File: config.mk
export PLATFORM = sky130hd
export DESIGN_NAME = bp_table_flat
export DESIGN_NICKNAME = d
export VERILOG_FILES = /design/src/rtl/bp_table_if.sv /design/src/rtl/bp_table.sv /design/src/flat_wrapper.sv
export SDC_FILE = /design/constraint.sdc
export NUM_CORES = 1
export LEC_CHECK = 0
export BUFFER_PORTS_ARGS = -buffer_cell sky130_fd_sc_hd__buf_4
export CORE_MARGIN = 3
export CORE_UTILIZATION = 25
export CTS_CLUSTER_DIAMETER = 40
export CTS_CLUSTER_SIZE = 24
export DETAILED_ROUTE_END_ITERATION = 8
export HOLD_SLACK_MARGIN = 0.08
export MAX_ROUTING_LAYER = met4
export SYNTH_ARGS = -nofsm -noshare
export SYNTH_HDL_FRONTEND = slang
export SYNTH_SLANG_ARGS = --single-unit
File: constraint.sdc
create_clock -name clk -period 2.9 [get_ports clk]
set_input_delay 0.435 -clock clk [delete_from_list [all_inputs] [get_ports clk]]
set_output_delay 0.435 -clock clk [all_outputs]
set_load 0.05 [all_outputs]
File: src/rtl/bp_table_if.sv
// Fetch/branch-unit side bundle for the branch prediction table:
// lookup request, registered prediction, resolve/update and debug/stat outputs.
interface bp_table_if #(
    parameter int PC_WIDTH   = 32,
    parameter int INDEX_BITS = 6,
    parameter int HIST_BITS  = 4,
    parameter int STAT_WIDTH = 16
);
    localparam int GHR_W = (HIST_BITS > 0) ? HIST_BITS : 1;

    logic                  ready;
    logic                  req_valid;
    logic [PC_WIDTH-1:0]   req_pc;
    logic                  pred_valid;
    logic                  pred_taken;
    logic [INDEX_BITS-1:0] pred_index;
    logic                  upd_valid;
    logic [INDEX_BITS-1:0] upd_index;
    logic                  upd_taken;
    logic                  upd_mispredict;
    logic [GHR_W-1:0]      ghr;
    logic [STAT_WIDTH-1:0] mispredict_count;

    modport master (
        output req_valid, req_pc, upd_valid, upd_index, upd_taken, upd_mispredict,
        input  ready, pred_valid, pred_taken, pred_index, ghr, mispredict_count
    );

    modport slave (
        input  req_valid, req_pc, upd_valid, upd_index, upd_taken, upd_mispredict,
        output ready, pred_valid, pred_taken, pred_index, ghr, mispredict_count
    );
endinterface

File: src/rtl/bp_table.sv
// Table of saturating counters indexed by PC (optionally XORed with global history),
// with registered prediction, non-speculative training and a mispredict counter.
module bp_table #(
    parameter int CTR_WIDTH  = 2,
    parameter int INDEX_BITS = 6,
    parameter int HIST_BITS  = 4,
    parameter int PC_WIDTH   = 32,
    parameter int STAT_WIDTH = 16
) (
    input logic       clk,
    input logic       reset,
    bp_table_if.slave bus
);
    localparam int ENTRIES = 1 << INDEX_BITS;
    localparam int GHR_W   = (HIST_BITS > 0) ? HIST_BITS : 1;
    localparam logic [CTR_WIDTH-1:0] INIT_VAL = {1'b0, {(CTR_WIDTH-1){1'b1}}};

    typedef enum logic {S_INIT_SWEEP, S_RUN} state_t;

    state_t                state_q, state_d;
    logic [INDEX_BITS-1:0] sweep_ptr_q, sweep_ptr_d;
    logic [GHR_W-1:0]      ghr_q, ghr_d;
    logic [STAT_WIDTH-1:0] miss_q, miss_d;
    logic                  pred_valid_q, pred_valid_d;
    logic                  pred_taken_q, pred_taken_d;
    logic [INDEX_BITS-1:0] pred_index_q, pred_index_d;
    logic [CTR_WIDTH-1:0]  ctr_q [ENTRIES];
    logic [CTR_WIDTH-1:0]  ctr_d [ENTRIES];

    logic [INDEX_BITS-1:0] hist_xor;
    logic [GHR_W-1:0]      ghr_shift;
    logic [INDEX_BITS-1:0] lookup_index;
    logic                  unused_pc_bits;

    assign unused_pc_bits = ^{bus.req_pc[PC_WIDTH-1:INDEX_BITS+2], bus.req_pc[1:0]};

    generate
        if (HIST_BITS == 0) begin : g_bimodal
            assign hist_xor  = '0;
            assign ghr_shift = '0;
        end else if (HIST_BITS == 1) begin : g_hist1
            assign hist_xor  = INDEX_BITS'(ghr_q);
            assign ghr_shift = bus.upd_taken;
        end else begin : g_histn
            assign hist_xor  = INDEX_BITS'(ghr_q);
            assign ghr_shift = {ghr_q[HIST_BITS-2:0], bus.upd_taken};
        end
    endgenerate

    assign lookup_index = bus.req_pc[INDEX_BITS+1:2] ^ hist_xor;

    // Counter array next value: sweep write during init, saturating train in RUN.
    always_comb begin
        for (int i = 0; i < ENTRIES; i++) begin
            ctr_d[i] = ctr_q[i];
            if (!reset) begin
                if (state_q == S_INIT_SWEEP) begin
                    if (sweep_ptr_q == INDEX_BITS'(i))
                        ctr_d[i] = INIT_VAL;
                end else if (bus.upd_valid && bus.upd_index == INDEX_BITS'(i)) begin
                    if (bus.upd_taken) begin
                        if (ctr_q[i] != {CTR_WIDTH{1'b1}})
                            ctr_d[i] = ctr_q[i] + CTR_WIDTH'(1);
                    end else begin
                        if (ctr_q[i] != '0)
                            ctr_d[i] = ctr_q[i] - CTR_WIDTH'(1);
                    end
                end
            end
        end
    end

    // Prediction reads ctr_d, so a same-cycle update to the looked-up entry is seen.
    always_comb begin
        state_d      = state_q;
        sweep_ptr_d  = sweep_ptr_q;
        ghr_d        = ghr_q;
        miss_d       = miss_q;
        pred_valid_d = 1'b0;
        pred_taken_d = pred_taken_q;
        pred_index_d = pred_index_q;
        case (state_q)
            S_INIT_SWEEP: begin
                sweep_ptr_d = sweep_ptr_q + INDEX_BITS'(1);
                if (sweep_ptr_q == {INDEX_BITS{1'b1}})
                    state_d = S_RUN;
            end
            default: begin
                pred_valid_d = bus.req_valid;
                if (bus.req_valid) begin
                    pred_taken_d = ctr_d[lookup_index][CTR_WIDTH-1];
                    pred_index_d = lookup_index;
                end
                if (bus.upd_valid) begin
                    ghr_d = ghr_shift;
                    if (bus.upd_mispredict && miss_q != {STAT_WIDTH{1'b1}})
                        miss_d = miss_q + STAT_WIDTH'(1);
                end
            end
        endcase
    end

    always_ff @(posedge clk) begin
        if (reset) begin
            state_q      <= S_INIT_SWEEP;
            sweep_ptr_q  <= '0;
            ghr_q        <= '0;
            miss_q       <= '0;
            pred_valid_q <= 1'b0;
            pred_taken_q <= 1'b0;
            pred_index_q <= '0;
        end else begin
            state_q      <= state_d;
            sweep_ptr_q  <= sweep_ptr_d;
            ghr_q        <= ghr_d;
            miss_q       <= miss_d;
            pred_valid_q <= pred_valid_d;
            pred_taken_q <= pred_taken_d;
            pred_index_q <= pred_index_d;
        end
    end

    always_ff @(posedge clk) begin
        for (int i = 0; i < ENTRIES; i++)
            ctr_q[i] <= ctr_d[i];
    end

    assign bus.ready            = (state_q == S_RUN);
    assign bus.pred_valid       = pred_valid_q;
    assign bus.pred_taken       = pred_taken_q;
    assign bus.pred_index       = pred_index_q;
    assign bus.ghr              = ghr_q;
    assign bus.mispredict_count = miss_q;
endmodule
File: src/flat_wrapper.sv
// flat-port wrapper written by rule: the top's interface ports become plain ports
module bp_table_flat 
#(
    parameter int CTR_WIDTH  = 2,
    parameter int INDEX_BITS = 6,
    parameter int HIST_BITS  = 4,
    parameter int PC_WIDTH   = 32,
    parameter int STAT_WIDTH = 16
)
  (clk, reset, bus_req_valid, bus_req_pc, bus_upd_valid, bus_upd_index, bus_upd_taken, bus_upd_mispredict, bus_ready, bus_pred_valid, bus_pred_taken, bus_pred_index, bus_ghr, bus_mispredict_count);
  bp_table_if #(.PC_WIDTH(PC_WIDTH), .INDEX_BITS(INDEX_BITS), .HIST_BITS(HIST_BITS), .STAT_WIDTH(STAT_WIDTH)) bus_i ();
  input logic clk;
  input logic reset;
  input wire logic [$bits(bus_i.req_valid)-1:0] bus_req_valid;
  input wire logic [$bits(bus_i.req_pc)-1:0] bus_req_pc;
  input wire logic [$bits(bus_i.upd_valid)-1:0] bus_upd_valid;
  input wire logic [$bits(bus_i.upd_index)-1:0] bus_upd_index;
  input wire logic [$bits(bus_i.upd_taken)-1:0] bus_upd_taken;
  input wire logic [$bits(bus_i.upd_mispredict)-1:0] bus_upd_mispredict;
  output wire logic [$bits(bus_i.ready)-1:0] bus_ready;
  output wire logic [$bits(bus_i.pred_valid)-1:0] bus_pred_valid;
  output wire logic [$bits(bus_i.pred_taken)-1:0] bus_pred_taken;
  output wire logic [$bits(bus_i.pred_index)-1:0] bus_pred_index;
  output wire logic [$bits(bus_i.ghr)-1:0] bus_ghr;
  output wire logic [$bits(bus_i.mispredict_count)-1:0] bus_mispredict_count;
  assign bus_i.req_valid = bus_req_valid;
  assign bus_i.req_pc = bus_req_pc;
  assign bus_i.upd_valid = bus_upd_valid;
  assign bus_i.upd_index = bus_upd_index;
  assign bus_i.upd_taken = bus_upd_taken;
  assign bus_i.upd_mispredict = bus_upd_mispredict;
  assign bus_ready = bus_i.ready;
  assign bus_pred_valid = bus_i.pred_valid;
  assign bus_pred_taken = bus_i.pred_taken;
  assign bus_pred_index = bus_i.pred_index;
  assign bus_ghr = bus_i.ghr;
  assign bus_mispredict_count = bus_i.mispredict_count;
  bp_table #(.CTR_WIDTH(CTR_WIDTH), .INDEX_BITS(INDEX_BITS), .HIST_BITS(HIST_BITS), .PC_WIDTH(PC_WIDTH), .STAT_WIDTH(STAT_WIDTH)) u_core (.clk(clk), .reset(reset), .bus(bus_i));
endmodule
==> results of run 1 <==
report_power, final:
group	switching, mW	total (mW)	internal [mW]
clock network	1.07	2.20	1.12
logic	0.389	0.629	0.240
registers	0.0501	2.49	2.44
path summary, 6_finish.rpt:
kind	endpoint	slack [ns]	cells after the start
worst min register to register	u_core.bus.pred_index[4]	0.46	2
worst max register to register	u_core.bus.pred_taken	0.06	8
worst max-delay path	u_core.bus.pred_taken	0.06	8
worst min-delay path	u_core.bus.pred_valid	0.24	2
layer usage:
| layer | global-route usage, % | routed length [um] |
|---|---|---|
| met2 | 27.0 | 17800 |
| met5 | - | 0 |
| met1 | 23.5 | 16700 |
| met3 | 2.19 | 2800 |
| met4 | 6.13 | 1260 |
worst reg2reg max path, stage by stage (launching register included):
cell     delay, ns
dfxtp_4       0.37
or4_1         0.68
buf_4         0.25
o21ai_0       0.13
o21ai_0       0.18
mux4_2        0.54
a211o_1       0.33
nand4_1       0.08
a41oi_1       0.12
cell type report:
| class | count | area [um^2] |
|---|---|---|
| Multi-Input combinational cell | 964 | 6160 |
| Sequential cell | 163 | 3910 |
| Fill cell | 4457 | 29300 |
| Timing Repair Buffer | 176 | 1400 |
| Tap cell | 539 | 674 |
| Inverter | 63 | 236 |
| Clock inverter | 15 | 120 |
| Clock buffer | 17 | 425 |
cells by family (layout without fill, tap and decap cells):
kind of cell | after synthesis | count (layout) | synth area share (%)
AND/OR/NAND/NOR | 428 | 428 | 21.6
buffers and inverters | 191 | 271 | 7.10
XOR/XNOR | 25 | 25 | 2.03
adder cells (fa/ha/maj) | 110 | 110 | 10.3
multiplexers | 13 | 13 | 1.76
flip-flops | 163 | 163 | 36.2
AO/OA/AOI/OAI | 388 | 388 | 21.0
synthesized netlist by cell type (all sizes together), types with 3 or more instances:
master and number:
a21oi 146, o21ai 146, nand2 119, maj3 105, dfxtp 99, clkbuf 92, nand4 82, nor2 66
edfxtp 64, inv 63, buf 36, nor3 28, nand3 27, and3 21, a41oi 20, and2 17
o211ai 17, xor2 15, a311oi 12, nand3b 10, xnor2 10, nor2b 9, a31o 8, a211oi 6
a221oi 6, or3b 6, a31oi 5, ha 5, mux2 5, nor3b 5, o21a 5, and4b 4
mux2i 4, mux4 4, nand2b 4, nand4b 4, nor4b 4, nor4bb 4, o2111ai 4, and3b 3
and4 3, or4b 3
timing repair:
item | in CTS | in global routing
buffers inserted | 0 | 2
hold buffers | 0 | 0
endpoints found under the setup margin | 0 | 1
gates resized for setup | 0 | 6
==> results.cfg, run 1 <==
[floorplanning]
design.core.area_mm2 = 0.0422
io_pins = 73
floorplan.initialDensity_pct = 25.5
die_w_um = 214
std_cell_rows = 75
chipHeight_um = 214
design.die.area_mm2 = 0.0456

[grt]
vias_in_the_first_global_route = 10133
grt_first_pass_wirelength_mm = 60.0
grt-ovfl-total = 0
largest_net_degree_at_the_start_of_global_routing = 105
groute.usage.overall_pct = 17.4
antenna_found_initial = 0

[final_layout]
antennaDiodeCount = 0
layout.cells.most_common = buf_4
final_util_pct = 30.6
drive_gt1_share_pct = 17.3
finalNetCount = 1434
layout.cell_area.non_filler_mm2 = 0.0129
synthToLayoutAreaGrowth_pct = 19.9
commonest_non_fill_non_tap_cells_in_the_layout = buf_4, a21oi_1, o21ai_0
layout.cells.non_filler = 1937

[synthesis]
yosysTopAreaCell = dfxtp_1
yosys_warnings = 0
synthDominantCellAreaShare_pct = 18.4
synth.ff_latch_count = 163
netlist_instances = 1318
synth_sequential_area_ratio_pct = 36.2
proportion_of_synthesized_flip_flops_having_asynchronous_set_or_reset_pct = 0
post_synth_instance_area_mm2 = 0.0108
yosys.cell_types.count = 69
synth_top_cells_by_area = dfxtp_1, edfxtp_1, maj3_1
synth_edf_count = 64
syn_nets = 1367
syn_avg_cell_area_um2 = 8.18
yosys_most_used_dff = dfxtp_1

[setup_path]
worstSetupStartpoint = u_core.bus.ready
cp.buffers_inverters = 1
critical_path.top_delay_family = simple AND/OR/NAND/NOR gates
timing.critical_path.required_ns = 3.18
timing.setup.critical_path_class = flop to flop
r2r_start = u_core.bus.ready
worstPathCellList = or4_1, buf_4, o21ai_0, o21ai_0, mux4_2, a211o_1, nand4_1, a41oi_1
critical_path.endpoint_type = flop
arrival_ns = 3.12
slowest_stage = or4_1
crit_path_max_fanout = 10
timing.critical_path.mode_cell = o21ai_0
slowest_delay_ns = 0.68
crit_path_start_kind = flop

[clock_tree]
clock_pin_slew_on_the_worst_setup_and_hold_paths_ns = 0.07
cts_buffers = 17
clock_insertion_delay_worst_skew_ns = 0.44
tritoncts = yes
h-tree-depth = 4
cts_root_buffer = clkbuf_16
cts.sinks = 163
max-clock-path-buffers = 2

[min_path]
worst_hold_startpoint = bus_req_valid
hold_path_class = input pin to flop

[power_and_ir_drop]
post-layout-total-power_mw = 5.32
ir_drop_mv = 0.300
power_density_mw_per_mm2 = 412
power.leakage_nw = 4.60

[timing]
grt_setup_unrepaired = false
worst_slew_margin_rel_pct = 33.6
whs_ns = 0.244
fin_ws_ns = 0.0621
period_needed_ns = 2.84
worst_slew_pin_slew_ns = 0.995
timing_max_transition_violations_final = 0
clock.fmax_mhz = 352
final.period_utilization_pct = 97.9
finClkSkew_ns = 0.0137
final_setup_fails = 0
hold_viol = 0
tns_ns = 0

[route]
totalWireLength_mm = 38.6
route.detailed.drc = 0
drtPass1Iterations = 5
routed_wire_length_per_instance_um = 19.9
detail_route.iter0.violations = 1234
drtAntennaViolNets = 0
routed-via-count = 10763
via_per_inst = 5.56

[place]
gp_congestion = 0.941
numPlacedInstances = 1903
io_buffers = 46
placed_area_mm2 = 0.0123
post-place-ws_ns = -0.235
hpwlAfterDp_mm = 26.6

[job]
max_cap_viol = 0

[run_status]
status = complete, no violations
No activity file was read; power rests on OpenSTA's default activity.
==> run 2: changes to the inputs <==
--- a/config.mk
+++ b/config.mk
@@ -5,7 +5,7 @@
 export SDC_FILE = /design/constraint.sdc
 export NUM_CORES = 1
 export LEC_CHECK = 0
-export BUFFER_PORTS_ARGS = -buffer_cell sky130_fd_sc_hd__buf_4
+export BUFFER_PORTS_ARGS = -buffer_cell sky130_fd_sc_hd__buf_2
 export CORE_MARGIN = 3
 export CORE_UTILIZATION = 25
 export CTS_CLUSTER_DIAMETER = 40
==> constraint.sdc (replaced) <==
create_clock -name clk -period 2.9 [get_ports clk]
set_input_delay 0.29 -clock clk [delete_from_list [all_inputs] [get_ports clk]]
set_output_delay 0.29 -clock clk [all_outputs]
set_load 0.05 [all_outputs]
==> results.cfg, run 2 (same netlist as run 1, synthesis figures left out) <==
[route]
met2_wire_length_mm = 16.9
top_layer = met4
routed-via-count = 10619
met1Wirelength_mm = 16.9
via_per_inst = 5.51
drtPass1Iterations = 5
route.detailed.drc = 0
detail_route.iter0.violations = 1391
routed_wire_length_per_instance_um = 19.9
wire_length_on_met3_mm = 3.14
totalWireLength_mm = 38.4
drtAntennaViolNets = 0

[grt]
grt-ovfl-total = 0
vias_in_the_first_global_route = 10010
antenna_found_initial = 1
grt_first_pass_wirelength_mm = 59.5
groute.usage.overall_pct = 17.3
largest_net_degree_at_the_start_of_global_routing = 99

[setup_path]
worstPathCellList = or4b_4, o21ai_0, a21oi_1, a31o_2, mux4_2, a221o_1, o311ai_1, a41oi_1
arrival_ns = 3.06
crit_path_start_kind = flop
critical_path.endpoint_type = flop
timing.setup.critical_path_class = flop to flop
critical_path.top_delay_family = compound AO/OA/AOI/OAI gates
slowest_delay_ns = 0.69
timing.critical_path.required_ns = 3.15
slowest_stage = or4b_4
cp.buffers_inverters = 0
crit_path_max_fanout = 11

[timing]
worst_slew_margin_rel_pct = 32.6
clock.fmax_mhz = 356
worst_slew_pin_slew_ns = 1.01
hold_viol = 0
period_needed_ns = 2.81
timing_max_transition_violations_final = 0
grt_setup_unrepaired = false
finClkSkew_ns = 0.0161
final.period_utilization_pct = 96.7
whs_ns = 0.153
tns_ns = 0
final_setup_fails = 0

[clock_tree]
post_cts_hold_buffer_count = 0
cts.sinks = 163
cts_buffers = 17
max-clock-path-buffers = 2
cts_root_buffer = clkbuf_16
h-tree-depth = 4
clock_insertion_delay_worst_skew_ns = 0.43
tritoncts = yes
clock_pin_slew_on_the_worst_setup_and_hold_paths_ns = 0.06

[final_layout]
synthToLayoutAreaGrowth_pct = 18.4
commonest_non_fill_non_tap_cells_in_the_layout = a21oi_1, o21ai_0, nand2_1
layout.cells.most_common = a21oi_1
drive_gt1_share_pct = 16.5
filler_cell_count_in_the_final_layout = 4495
layout.cells.non_filler = 1927
finalNetCount = 1422

[floorplanning]
chipHeight_um = 214
design.die.area_mm2 = 0.0456
io_pins = 73
die_w_um = 214
design.core.area_mm2 = 0.0422
floorplan.initialDensity_pct = 25.5
std_cell_rows = 75

[min_path]
hold_path_class = input pin to flop

[place]
hpwlAfterDp_mm = 26.4
gp_congestion = 0.946
io_buffers = 46
numPlacedInstances = 1893

[power_and_ir_drop]
power.leakage_nw = 4.52
ir_drop_mv = 0.287
power_density_mw_per_mm2 = 429

[run_status]
status = complete, no violations

[job]
max_cap_viol = 0
[run 2: changes by cell type in the layout (fill, tap and decap cells not counted), moves of 2 or more]
cell,before,now
bufinv_16,0,3
inv_6,8,2
diode_2,0,2
clkinv_1,0,2
buf_4,170,114
clkinvlp_4,0,2
buf_2,0,44
or3b_4,3,0
or3b_2,3,6
o21ai_0,141,143
o21ai_1,4,2
[run 2: path summary, 6_finish.rpt]
path                               to                     start  slack [ns]  cells after the start
max             u_core.bus.pred_taken          u_core.bus.ready        0.09                      8
min             u_core.bus.pred_valid             bus_req_valid        0.15                      2
max reg2reg     u_core.bus.pred_taken          u_core.bus.ready        0.09                      8
min reg2reg  u_core.bus.pred_index[4]  u_core.bus.pred_index[4]        0.46                      2
[run 2: report_power, final]
| group | internal (mW) | switching [mW] | total [mW] |
|---|---|---|---|
| sequential | 2.44 | 0.0495 | 2.49 |
| combinational | 0.230 | 0.382 | 0.612 |
| clock | 1.35 | 1.01 | 2.37 |
[run 2: repair_timing]
action                                  CTS  global route
setup buffers                             0             0
endpoints found under the setup margin    0             1
resized for setup                         0             3
[run 2: per-layer routing]
| layer | vias to the layer above | track usage, % |
|---|---|---|
| met3 | 96 | 3.12 |
| met5 | - | - |
| met4 | 0 | 7.38 |
| li1 | 4984 | - |
| met2 | 493 | 25.9 |
| met1 | 5046 | 23.0 |
[run 2: cell type report]
type / count / area, um^2 / area share, %
Clock inverter: 14 / 163 / 1.27
Tap cell: 539 / 674 / 5.28
Inverter: 63 / 236 / 1.85
Multi-Input combinational cell: 964 / 6150 / 48.2
Antenna cell: 2 / 5.00 / 0.0392
Timing Repair Buffer: 164 / 1200 / 9.37
Clock buffer: 18 / 429 / 3.36
Sequential cell: 163 / 3910 / 30.6
[run 2: through the flow]
| stage | setup slack, ns | cell area, um^2 | power (mW) | util, % |
|---|---|---|---|---|
| after floorplan | 0.150 | 10800 | 2.89 | - |
| after global placement | -0.103 | 12200 | 3.13 | 28.8 |
| after detailed placement | -0.0435 | 12200 | 3.14 | 28.8 |
| after CTS | 0.0403 | 12800 | 5.48 | 30.2 |
| after global routing | 0.0412 | 12800 | 5.64 | 30.2 |
| final | 0.0946 | 12800 | 5.47 | 30.2 |
